### src/rtl/tone_monitor_if.sv
// -----------------------------------------------------------------------------
// tone_monitor_if
// Sample bus and result handshake between the tone source, the tone monitor
// and the control-side consumer.
//   en       sample strobe, din is meaningful only when en=1
//   din      signed 16-bit sample
//   ack      result acknowledge from the consumer
//   period   samples between the last two triggers (unsigned)
//   peak     signed maximum sample over the measured window
//   valid    result pending
//   overrun  sticky: a pending result was overwritten
//   timeout  current result is a timeout report
// Modports: master = stimulus/consumer side, slave = tone_monitor.
// -----------------------------------------------------------------------------
interface tone_monitor_if;
    logic        en;
    logic [15:0] din;
    logic        ack;
    logic [15:0] period;
    logic [15:0] peak;
    logic        valid;
    logic        overrun;
    logic        timeout;

    modport master (
        output en, din, ack,
        input  period, peak, valid, overrun, timeout
    );

    modport slave (
        input  en, din, ack,
        output period, peak, valid, overrun, timeout
    );
endinterface

### src/rtl/tone_monitor.sv
// -----------------------------------------------------------------------------
// tone_monitor
// Watches a strobed signed sample stream, detects positive-going zero crossings
// with hysteresis (arm at <= -HYST, trigger at >= +HYST), measures the period
// in samples between consecutive triggers and the positive peak over each
// period, and hands results to the consumer via valid/ack with overrun flag.
//
// Ports:
//   clk    system clock, rising edge
//   rst_n  asynchronous active-low reset
//   bus    tone_monitor_if.slave (en, din, ack in; period, peak, valid,
//          overrun, timeout out -- all outputs registered)
//
// Optional feature macro: TONE_MONITOR_TIMEOUT_EN
//   defined   : 65535 samples without a trigger while locked publishes a
//               timeout report (period=0, timeout=1) and drops back to SEEK.
//   undefined : timeout output tied low, the counter just saturates.
// -----------------------------------------------------------------------------
module tone_monitor #(
    parameter int HYST = 4096
) (
    input  logic           clk,
    input  logic           rst_n,
    tone_monitor_if.slave  bus
);

    typedef enum logic [0:0] {
        SEEK = 1'b0,
        LOCK = 1'b1
    } state_t;

    localparam logic signed [15:0] HYST_POS = 16'(HYST);
    localparam logic signed [15:0] HYST_NEG = -HYST_POS;

    state_t             state_r;
    logic               armed_r;
    logic        [15:0] cnt_r;
    logic signed [15:0] pk_r;
    logic        [15:0] period_r;
    logic signed [15:0] peak_r;
    logic               valid_r;
    logic               overrun_r;

    logic signed [15:0] din_s;
    logic               arm_hit_s;
    logic               trig_s;
    logic        [15:0] cnt_inc_s;
    logic signed [15:0] pk_max_s;
    logic               publish_s;
    logic        [15:0] pub_period_s;
    logic signed [15:0] pub_peak_s;
`ifdef TONE_MONITOR_TIMEOUT_EN
    logic               timeout_r;
    logic               timeout_hit_s;
    logic               pub_timeout_s;
`endif

    // Crossing detection and saturating counter / running-max next values.
    always_comb begin
        din_s     = $signed(bus.din);
        arm_hit_s = 1'b0;
        trig_s    = 1'b0;
        if (bus.en) begin
            arm_hit_s = (din_s <= HYST_NEG);
            trig_s    = armed_r && (din_s >= HYST_POS);
        end else begin
            arm_hit_s = 1'b0;
            trig_s    = 1'b0;
        end
        // period = cnt+1 saturating is the same value as the saturating increment
        if (cnt_r == 16'hFFFF) begin
            cnt_inc_s = 16'hFFFF;
        end else begin
            cnt_inc_s = cnt_r + 16'd1;
        end
        if (din_s > pk_r) begin
            pk_max_s = din_s;
        end else begin
            pk_max_s = pk_r;
        end
    end

    // Decide whether this cycle publishes a result and with which contents.
    always_comb begin
        publish_s    = 1'b0;
        pub_period_s = 16'd0;
        pub_peak_s   = 16'sd0;
`ifdef TONE_MONITOR_TIMEOUT_EN
        pub_timeout_s = 1'b0;
        // cnt_r==FFFE on a non-trigger sample means cnt reaches FFFF now
        timeout_hit_s = bus.en && (state_r == LOCK) && !trig_s && (cnt_r == 16'hFFFE);
`endif
        if ((state_r == LOCK) && trig_s) begin
            publish_s    = 1'b1;
            pub_period_s = cnt_inc_s;
            pub_peak_s   = pk_max_s;
        end
`ifdef TONE_MONITOR_TIMEOUT_EN
        else if (timeout_hit_s) begin
            publish_s     = 1'b1;
            pub_period_s  = 16'd0;
            pub_peak_s    = pk_r;
            pub_timeout_s = 1'b1;
        end
`endif
        else begin
            publish_s = 1'b0;
        end
    end

    // Measurement FSM, counters and registered result/handshake outputs.
    always_ff @(posedge clk or negedge rst_n) begin
        if (!rst_n) begin
            state_r   <= SEEK;
            armed_r   <= 1'b0;
            cnt_r     <= 16'd0;
            pk_r      <= 16'sd0;
            period_r  <= 16'd0;
            peak_r    <= 16'sd0;
            valid_r   <= 1'b0;
            overrun_r <= 1'b0;
`ifdef TONE_MONITOR_TIMEOUT_EN
            timeout_r <= 1'b0;
`endif
        end else begin
            if (bus.en) begin
                if (trig_s) begin
                    armed_r <= 1'b0;
                end else if (arm_hit_s) begin
                    armed_r <= 1'b1;
                end else begin
                    armed_r <= armed_r;
                end
                case (state_r)
                    SEEK: begin
                        if (trig_s) begin
                            state_r <= LOCK;
                            cnt_r   <= 16'd0;
                            pk_r    <= din_s;
                        end
                    end
                    LOCK: begin
                        if (trig_s) begin
                            cnt_r <= 16'd0;
                            pk_r  <= din_s;
`ifdef TONE_MONITOR_TIMEOUT_EN
                        end else if (timeout_hit_s) begin
                            state_r <= SEEK;
                            armed_r <= 1'b0;
                            cnt_r   <= 16'd0;
`endif
                        end else begin
                            cnt_r <= cnt_inc_s;
                            pk_r  <= pk_max_s;
                        end
                    end
                    default: begin
                        state_r <= SEEK;
                    end
                endcase
            end

            // A publish always wins over a same-cycle ack; overrun only when
            // the pending result was not being acknowledged.
            if (publish_s) begin
                valid_r  <= 1'b1;
                period_r <= pub_period_s;
                peak_r   <= pub_peak_s;
`ifdef TONE_MONITOR_TIMEOUT_EN
                timeout_r <= pub_timeout_s;
`endif
                if (valid_r && !bus.ack) begin
                    overrun_r <= 1'b1;
                end
            end else if (bus.ack && valid_r) begin
                valid_r   <= 1'b0;
                overrun_r <= 1'b0;
            end
        end
    end

    assign bus.period  = period_r;
    assign bus.peak    = peak_r;
    assign bus.valid   = valid_r;
    assign bus.overrun = overrun_r;
`ifdef TONE_MONITOR_TIMEOUT_EN
    assign bus.timeout = timeout_r;
`else
    assign bus.timeout = 1'b0;
`endif

endmodule

### src/flat_wrapper.sv
// flat-port wrapper written by rule: the top's interface ports become plain ports
module tone_monitor_flat 
#(
    parameter int HYST = 4096
)
  (clk, rst_n, bus_en, bus_din, bus_ack, bus_period, bus_peak, bus_valid, bus_overrun, bus_timeout);
  tone_monitor_if bus_i ();
  input  logic clk;
  input  logic rst_n;
  input wire logic [$bits(bus_i.en)-1:0] bus_en;
  input wire logic [$bits(bus_i.din)-1:0] bus_din;
  input wire logic [$bits(bus_i.ack)-1:0] bus_ack;
  output wire logic [$bits(bus_i.period)-1:0] bus_period;
  output wire logic [$bits(bus_i.peak)-1:0] bus_peak;
  output wire logic [$bits(bus_i.valid)-1:0] bus_valid;
  output wire logic [$bits(bus_i.overrun)-1:0] bus_overrun;
  output wire logic [$bits(bus_i.timeout)-1:0] bus_timeout;
  assign bus_i.en = bus_en;
  assign bus_i.din = bus_din;
  assign bus_i.ack = bus_ack;
  assign bus_period = bus_i.period;
  assign bus_peak = bus_i.peak;
  assign bus_valid = bus_i.valid;
  assign bus_overrun = bus_i.overrun;
  assign bus_timeout = bus_i.timeout;
  tone_monitor #(.HYST(HYST)) u_core (.clk(clk), .rst_n(rst_n), .bus(bus_i));
endmodule
### config.mk
export PLATFORM = sky130hd
export DESIGN_NAME = tone_monitor_flat
export DESIGN_NICKNAME = d
export VERILOG_FILES = /design/src/rtl/tone_monitor_if.sv /design/src/rtl/tone_monitor.sv /design/src/flat_wrapper.sv
export SDC_FILE = /design/constraint.sdc
export NUM_CORES = 1
export LEC_CHECK = 0
export BUFFER_PORTS_ARGS = -buffer_cell sky130_fd_sc_hd__buf_2
export CAP_MARGIN = 20
export CORE_MARGIN = 2
export CORE_UTILIZATION = 44
export CTS_BUF_LIST = sky130_fd_sc_hd__clkbuf_4 sky130_fd_sc_hd__clkbuf_8
export CTS_CLUSTER_DIAMETER = 150
export DETAILED_ROUTE_END_ITERATION = 6
export GPL_TIMING_DRIVEN = 0
export HOLD_SLACK_MARGIN = 0.05
export PLACE_DENSITY_LB_ADDON = 0.3
export RECOVER_POWER = 50
export SYNTH_ARGS = -nofsm -noshare
export SYNTH_HDL_FRONTEND = slang
export SYNTH_SLANG_ARGS = --single-unit
### constraint.sdc
create_clock -name clk -period 4 [get_ports clk]
set_input_delay 0.8 -clock clk [delete_from_list [all_inputs] [get_ports clk]]
set_output_delay 0.8 -clock clk [all_outputs]
set_load 0.1 [all_outputs]
==> results of run 1 <==
## worst max-delay path, delay by kind of cell
family          cells  cell delay, ps
compound gates      3            1340
buf+inv             2             520
simple gates        2             270
fa+ha+maj           1             350
## power breakdown
group	internal, W	switching (W)	leakage, nW
logic	0.000451	0.00189	1.12
clock network	0.000354	0.000302	0.110
registers	0.000930	0.000132	0.851
total	0.00173	0.00232	2.08
## cell families (layout without fill, tap and decap cells)
| group | after synthesis | after routing | share of synthesized area |
|---|---|---|---|
| other | 1 | 1 | 0.000854 |
| flip-flops | 68 | 68 | 0.388 |
| multiplexers | 2 | 2 | 0.00485 |
| adder cells (fa/ha/maj) | 17 | 17 | 0.0485 |
| AND/OR/NAND/NOR | 159 | 159 | 0.175 |
| XOR/XNOR | 8 | 8 | 0.0160 |
| buffers and inverters | 81 | 150 | 0.0718 |
| AO/OA/AOI/OAI | 178 | 178 | 0.295 |
## state kept, by name (all words and copies together), names as in the netlist
register	count
u_core.state_r	1
u_core.bus.valid	1
u_core.bus.period	16
u_core.armed_r	1
u_core.bus.peak	16
u_core.cnt_r	16
u_core.bus.overrun	1
u_core.pk_r	16
## final timing paths
path / slack, ps / to / depth (start not counted)
worst max-delay path: 960 / u_core.pk_r[10] / 8
worst min-delay path: 480 / u_core.bus.period[15] / 2
worst max register to register: 1110 / u_core.pk_r[10] / 8
worst min register to register: 480 / u_core.bus.period[15] / 2
max in group asynchronous: 2060 / u_core.bus.peak[4] / 1
min in group asynchronous: 920 / u_core.bus.peak[11] / 1
## cells in the final DEF (no fill, tap or decap), types with 9 or more instances in the layout
cell type / instances
dfrtp_1: 68
clkbuf_1: 57
nand2_1: 50
buf_2: 38
nor2_1: 36
inv_1: 34
o31ai_1: 33
o21ai_0: 30
a2111oi_0: 24
nand4_1: 23
nand3_1: 23
a21oi_1: 20
ha_1: 17
a22oi_1: 15
a22o_1: 10
a31oi_1: 9
o311ai_1: 9
clkbuf_8: 9
## routing by layer
layer | GRT usage | vias to the layer above | part of all wire
met5 | 0 | - | 0
met1 | 0.348 | 2112 | 0.46
li1 | - | 2072 | -
met4 | 0.0772 | 0 | 0.018
met3 | 0.0439 | 22 | 0.054
met2 | 0.402 | 164 | 0.47
## metrics by stage
step	setup WS, ps	std cells	util
2_1_floorplan	1240	514	-
3_3_place_gp	747	700	0.495
3_5_place_dp	650	700	0.496
4_1_cts	1000	716	0.519
5_1_grt	843	716	0.516
6_report	957	716	0.516
## cell type report
cell class | count | share of cell area
clock buffer | 9 | 0.0247
multi-input combinational | 365 | 0.472
timing repair buffer | 53 | 0.0486
sequential | 68 | 0.339
buffer | 47 | 0.0374
inverter | 34 | 0.0254
clock inverter | 7 | 0.0197
tap | 133 | 0.0331
==> impl_metrics.py, run 1 <==
metrics = {
    "run_status": {
        "status": "complete, but fails checks",
        "violations": "capacitance limit, slew limit",
    },
    "logic_synthesis": {
        "synthFlopType": "dfrtp_1",
        "yosys.area.top_type": "dfrtp_1",
        "ys_seq_elements": 68,
        "avgSynthCellArea_um2": 8.54,
        "synthTopCellsByArea": "dfrtp_1 39%, o31ai_1 5.6%, ha_1 4.8%",
        "synth_area_um2": 4390,
        "async_flop_share": 1.00,
        "yosysMostFrequentCell": "dfrtp_1",
        "yosysWarnings": 0,
        "netlist.area_leader.share": 0.388,
        "synth_edf_count": 0,
        "netlist_top_cells_count": "68 x dfrtp_1, 50 x nand2_1, 40 x clkbuf_1",
        "ys_types": 47,
        "syn_nets": 551,
        "syn-instance-count": 514,
        "ys_seq_area_frac": 0.388,
    },
    "drt": {
        "ant_nets": 0,
        "drt_iter0_drc": 328,
        "drt-pass1-iter-count": 5,
        "wirelength_um": 13100,
        "route.detailed.drc": 0,
        "wire_per_inst_um": 18.3,
        "via_per_inst": 6.10,
        "routed-via-count": 4370,
    },
    "worst_hold_path": {
        "hp-start": "u_core.bus.period[15]",
        "hp-class": "reg2reg",
    },
    "timing": {
        "slew_viol_final": 69,
        "hold_viol": 0,
        "skew_ps": 16.5,
        "setup_violations": 0,
        "min_period_ps": 3040,
        "period_share": 0.761,
        "slew_headroom": -0.168,
        "rsz0062_at_grt": "no",
        "fmax_ghz": 0.329,
        "fin_setup_tns_ps": 0,
        "holdWs_ps": 479,
        "worstMarginPinSlew_ps": 1750,
    },
    "pwr": {
        "p_leak_nw": 2.08,
        "p_per_area_nw_per_um2": 808,
        "peakVddDrop_mv": 0.620,
        "finalPower_w": 0.00406,
    },
    "global_route": {
        "grt_usage": 0.251,
        "antenna_found_initial": 0,
        "grt_max_degree": 69,
        "overflow": 0,
        "first_global_vias": 4327,
        "grt_pass1_wl_um": 21900,
    },
    "die": {
        "die_x_um": 104,
        "start_util": 0.451,
        "fp.coreArea_um2": 9730,
        "die_h_um": 104,
        "ios": 55,
        "num_rows": 36,
        "dieArea_um2": 10800,
    },
    "placement": {
        "io_buffer_count": 53,
        "dp_hpwl_um": 9350,
        "place_congestion": 0.941,
        "placedInstanceArea_um2": 4820,
    },
    "layout": {
        "areaGrowthSynthToFinish_pct": 14.4,
        "fill_cells": 966,
        "diodes": 0,
        "layout.area.seq_um2": 1700,
        "multiInputGateArea_um2": 2370,
        "fin_nets": 615,
        "final_area_um2": 5020,
        "drive_above_1_share": 0.105,
    },
    "worst_setup_path": {
        "worstReg2RegStart": "u_core.pk_r[6]",
        "slowest_stage": "a21oi_1",
        "path_class": "in2reg",
        "required_ps": 4240,
        "max_stage_delay_ps": 740,
        "cp_cell_sequence": "clkbuf_1 > ha_1 > nand4_1 > nor2_1 > a21oi_1 > a311oi_4 > buf_4 > o311ai_1",
        "cp-end-kind": "flip-flop",
        "worstPathArrival_ps": 3280,
        "path_max_fanout": 10,
        "critPathLaunchType": "input port",
        "worstSetupStartpoint": "bus_din[14]",
    },
    "cts": {
        "post_cts_resized": 0,
        "cts-root-buf": "clkbuf_8",
        "cts_tree": "yes",
        "htreeDepth": 3,
        "cts_buffers": 9,
        "cts.sinks": 68,
        "clockBufferDepth": 2,
        "cts.clk_slew.worst_paths_ps": 80,
        "hold_buffers": 0,
        "insertion_delay_ps": 360,
        "cts_setup_buffers": 0,
    },
    "flow_run": {
        "drv_cap": 1,
    },
}
Note: power is estimated with default switching activity, not from simulation.
==> inputs of run 2 (changes only) <==
--- a/config.mk
+++ b/config.mk
@@ -5,6 +5,7 @@
 export SDC_FILE = /design/constraint.sdc
 export NUM_CORES = 1
 export LEC_CHECK = 0
+export ABC_AREA = 1
 export BUFFER_PORTS_ARGS = -buffer_cell sky130_fd_sc_hd__buf_2
 export CAP_MARGIN = 20
 export CORE_MARGIN = 2
==> constraint.sdc (replaced) <==
create_clock -name clk -period 2.51 [get_ports clk]
set_input_delay 0.502 -clock clk [delete_from_list [all_inputs] [get_ports clk]]
set_output_delay 0.502 -clock clk [all_outputs]
set_load 0.1 [all_outputs]
==> impl_metrics.py, run 2 <==
metrics = {
    "run_status": {
        "status": "complete, but fails checks",
        "violations": "capacitance limit, slew limit",
    },
    "pwr": {
        "p_sw_w": 0.00304,
        "clockPowerShare": 0.164,
        "p_leak_nw": 2.36,
        "switching_share": 0.536,
        "peakVddDrop_mv": 0.679,
        "seq_power_share": 0.296,
        "p_int_w": 0.00263,
        "p_comb_frac": 0.539,
        "p_per_area_nw_per_um2": 1280,
    },
    "logic_synthesis": {
        "ys_seq_elements": 68,
        "yosys.area.top_type": "dfrtp_1",
        "synthTopCellsByArea": "dfrtp_1 44%, nand2_1 18%, ha_1 5.5%",
        "netlist.area_leader.share": 0.441,
        "synth_area_um2": 3860,
        "yosysMostFrequentCell": "nand2_1",
        "avgSynthCellArea_um2": 7.56,
        "netlist_top_cells_count": "189 x nand2_1, 68 x dfrtp_1, 53 x nor2_1",
        "ys_seq_area_frac": 0.441,
        "synth_edf_count": 0,
        "synthFlopType": "dfrtp_1",
        "ys_types": 32,
        "syn-instance-count": 510,
        "async_flop_share": 1.00,
        "yosysWarnings": 0,
        "syn_nets": 547,
    },
    "layout": {
        "drive_above_1_share": 0.140,
        "fin_nets": 611,
        "final_cell_mix": "189 x nand2_1, 68 x dfrtp_1, 53 x nor2_1",
        "layout_commonest_cell": "nand2_1",
        "diodes": 0,
        "areaGrowthSynthToFinish_pct": 14.9,
        "final_area_um2": 4430,
        "instances_no_fill": 687,
    },
    "global_route": {
        "grt_max_degree": 69,
        "antenna_found_initial": 0,
        "overflow": 0,
        "grt_pass1_wl_um": 15600,
        "grt_usage": 0.201,
        "first_global_vias": 3433,
    },
    "timing": {
        "layout_setup_ws_ps": 228,
        "slew_headroom": -0.123,
        "fin_setup_tns_ps": 0,
        "holdWs_ps": 424,
        "slew_viol_final": 69,
        "period_share": 0.909,
        "rsz0062_at_grt": "no",
        "skew_ps": 10.7,
        "fmax_ghz": 0.438,
        "setup_violations": 0,
        "worstMarginPinSlew_ps": 1680,
        "hold_viol": 0,
        "min_period_ps": 2280,
    },
    "cts": {
        "htreeDepth": 3,
        "cts-root-buf": "clkbuf_8",
        "cts.clk_slew.worst_paths_ps": 70,
        "cts_tree": "yes",
        "post_cts_resized": 0,
        "clockBufferDepth": 2,
        "insertion_delay_ps": 350,
        "cts.sinks": 68,
        "cts_setup_buffers": 0,
        "hold_buffers": 0,
        "cts_buffers": 9,
    },
    "worst_hold_path": {
        "hp-start": "bus_ack",
        "hp-class": "in2reg",
        "hold_path_end": "u_core.bus.valid",
        "whs_path_depth": 4,
    },
    "placement": {
        "dp_hpwl_um": 6430,
        "io_buffer_count": 53,
        "dp_cells": 671,
        "dpl_worst_slack_ps": 42.1,
        "place_congestion": 0.924,
        "placedInstanceArea_um2": 4260,
    },
    "die": {
        "start_util": 0.449,
        "die_h_um": 97.6,
        "ios": 55,
        "fp.coreArea_um2": 8590,
        "num_rows": 34,
        "die_x_um": 97.6,
        "dieArea_um2": 9530,
    },
    "drt": {
        "via_per_inst": 5.21,
        "ant_nets": 0,
        "route.detailed.drc": 0,
        "routed-via-count": 3580,
        "wirelength_um": 9150,
        "drt_iter0_drc": 193,
        "wire_per_inst_um": 13.3,
        "drt-pass1-iter-count": 5,
    },
    "worst_setup_path": {
        "critPathTopFamily": "compound AO/OA/AOI/OAI gates",
        "cp_num_buf_inv": 2,
        "path_class": "reg2reg",
        "worst_r2r_endpoint": "u_core.pk_r[15]",
        "max_stage_delay_ps": 380,
        "cp-end-kind": "flip-flop",
        "cp_cell_sequence": "inv_1 > ha_1 > a21oi_1 > o21ai_0 > a21oi_1 > nand2_1 > nand2_2 > buf_2 > nand4_1 > nand3_1 > o21ai_0",
        "critPathLaunchType": "flip-flop",
        "path_max_fanout": 10,
        "required_ps": 2740,
        "r2r_cells": 11,
        "worstPathArrival_ps": 2510,
        "slowest_stage": "dfrtp_1",
        "worstReg2RegStart": "u_core.pk_r[15]",
        "rrSetupSlack_ps": 230,
    },
    "flow_run": {
        "drv_cap": 1,
    },
}
[run 2: layer usage]
| layer | GRT usage | routed length (µm) |
|---|---|---|
| met1 | 0.254 | 4040 |
| met2 | 0.322 | 4400 |
| met3 | 0.0554 | 508 |
| met4 | 0.0865 | 202 |
| met5 | 0 | 0 |
[run 2: area by class of cell]
type / instances / area, µm²
Inverter: 43 / 161
Tap cell: 108 / 135
Clock inverter: 4 / 48.8
Buffer: 19 / 134
Fill cell: 862 / 4160
Timing Repair Buffer: 53 / 245
Multi-Input combinational cell: 380 / 1850
Sequential cell: 68 / 1700
Clock buffer: 12 / 153
[run 2: cells by family (layout without fill, tap and decap cells)]
kind of cell,Yosys count,in the layout,synth area share
AND/OR/NAND/NOR,309,309,0.346
flip-flops,68,68,0.441
buffers and inverters,62,131,0.0765
AO/OA/AOI/OAI,46,46,0.0646
adder cells (fa/ha/maj),17,17,0.0551
XOR/XNOR,7,7,0.0159
other,1,1,0.000972
[run 2: how the worst max path moves through the flow]
stage / endpoint / slack, ps / from / cells past startpoint
after floorplan: u_core.pk_r[0] / 480 / bus_din[15] / 12
after global placement: u_core.pk_r[15] / 120 / bus_din[15] / 11
after detailed placement: u_core.bus.peak[15] / 40 / bus_din[15] / 11
after CTS: u_core.bus.peak[15] / 280 / u_core.pk_r[15] / 11
after global routing: u_core.pk_r[8] / 60 / u_core.pk_r[15] / 13
final: u_core.pk_r[15] / 230 / u_core.pk_r[15] / 11
[run 2: worst register-to-register path: stages, from the launching register on]
cell     delay (ps)
dfrtp_1         380
inv_1           100
ha_1            280
a21oi_1         160
o21ai_0         110
a21oi_1         240
nand2_1         100
nand2_2         180
buf_2           270
nand4_1         150
nand3_1         110
o21ai_0          80
[run 2: power by group through the flow]
stage               Combinational, W  Clock, W  Sequential (W)
floorplan                    0.00124         0         0.00295
global placement             0.00304         0         0.00167
detailed placement           0.00310         0         0.00169
CTS                          0.00310  0.000960         0.00167
global route                 0.00334   0.00100         0.00173
finish                       0.00306  0.000931         0.00168
[run 2: stage by stage]
stage          total power, W   util
2_1_floorplan         0.00419      -
3_3_place_gp          0.00472  0.495
3_5_place_dp          0.00479  0.496
4_1_cts               0.00574  0.519
5_1_grt               0.00607  0.516
6_report              0.00567  0.516
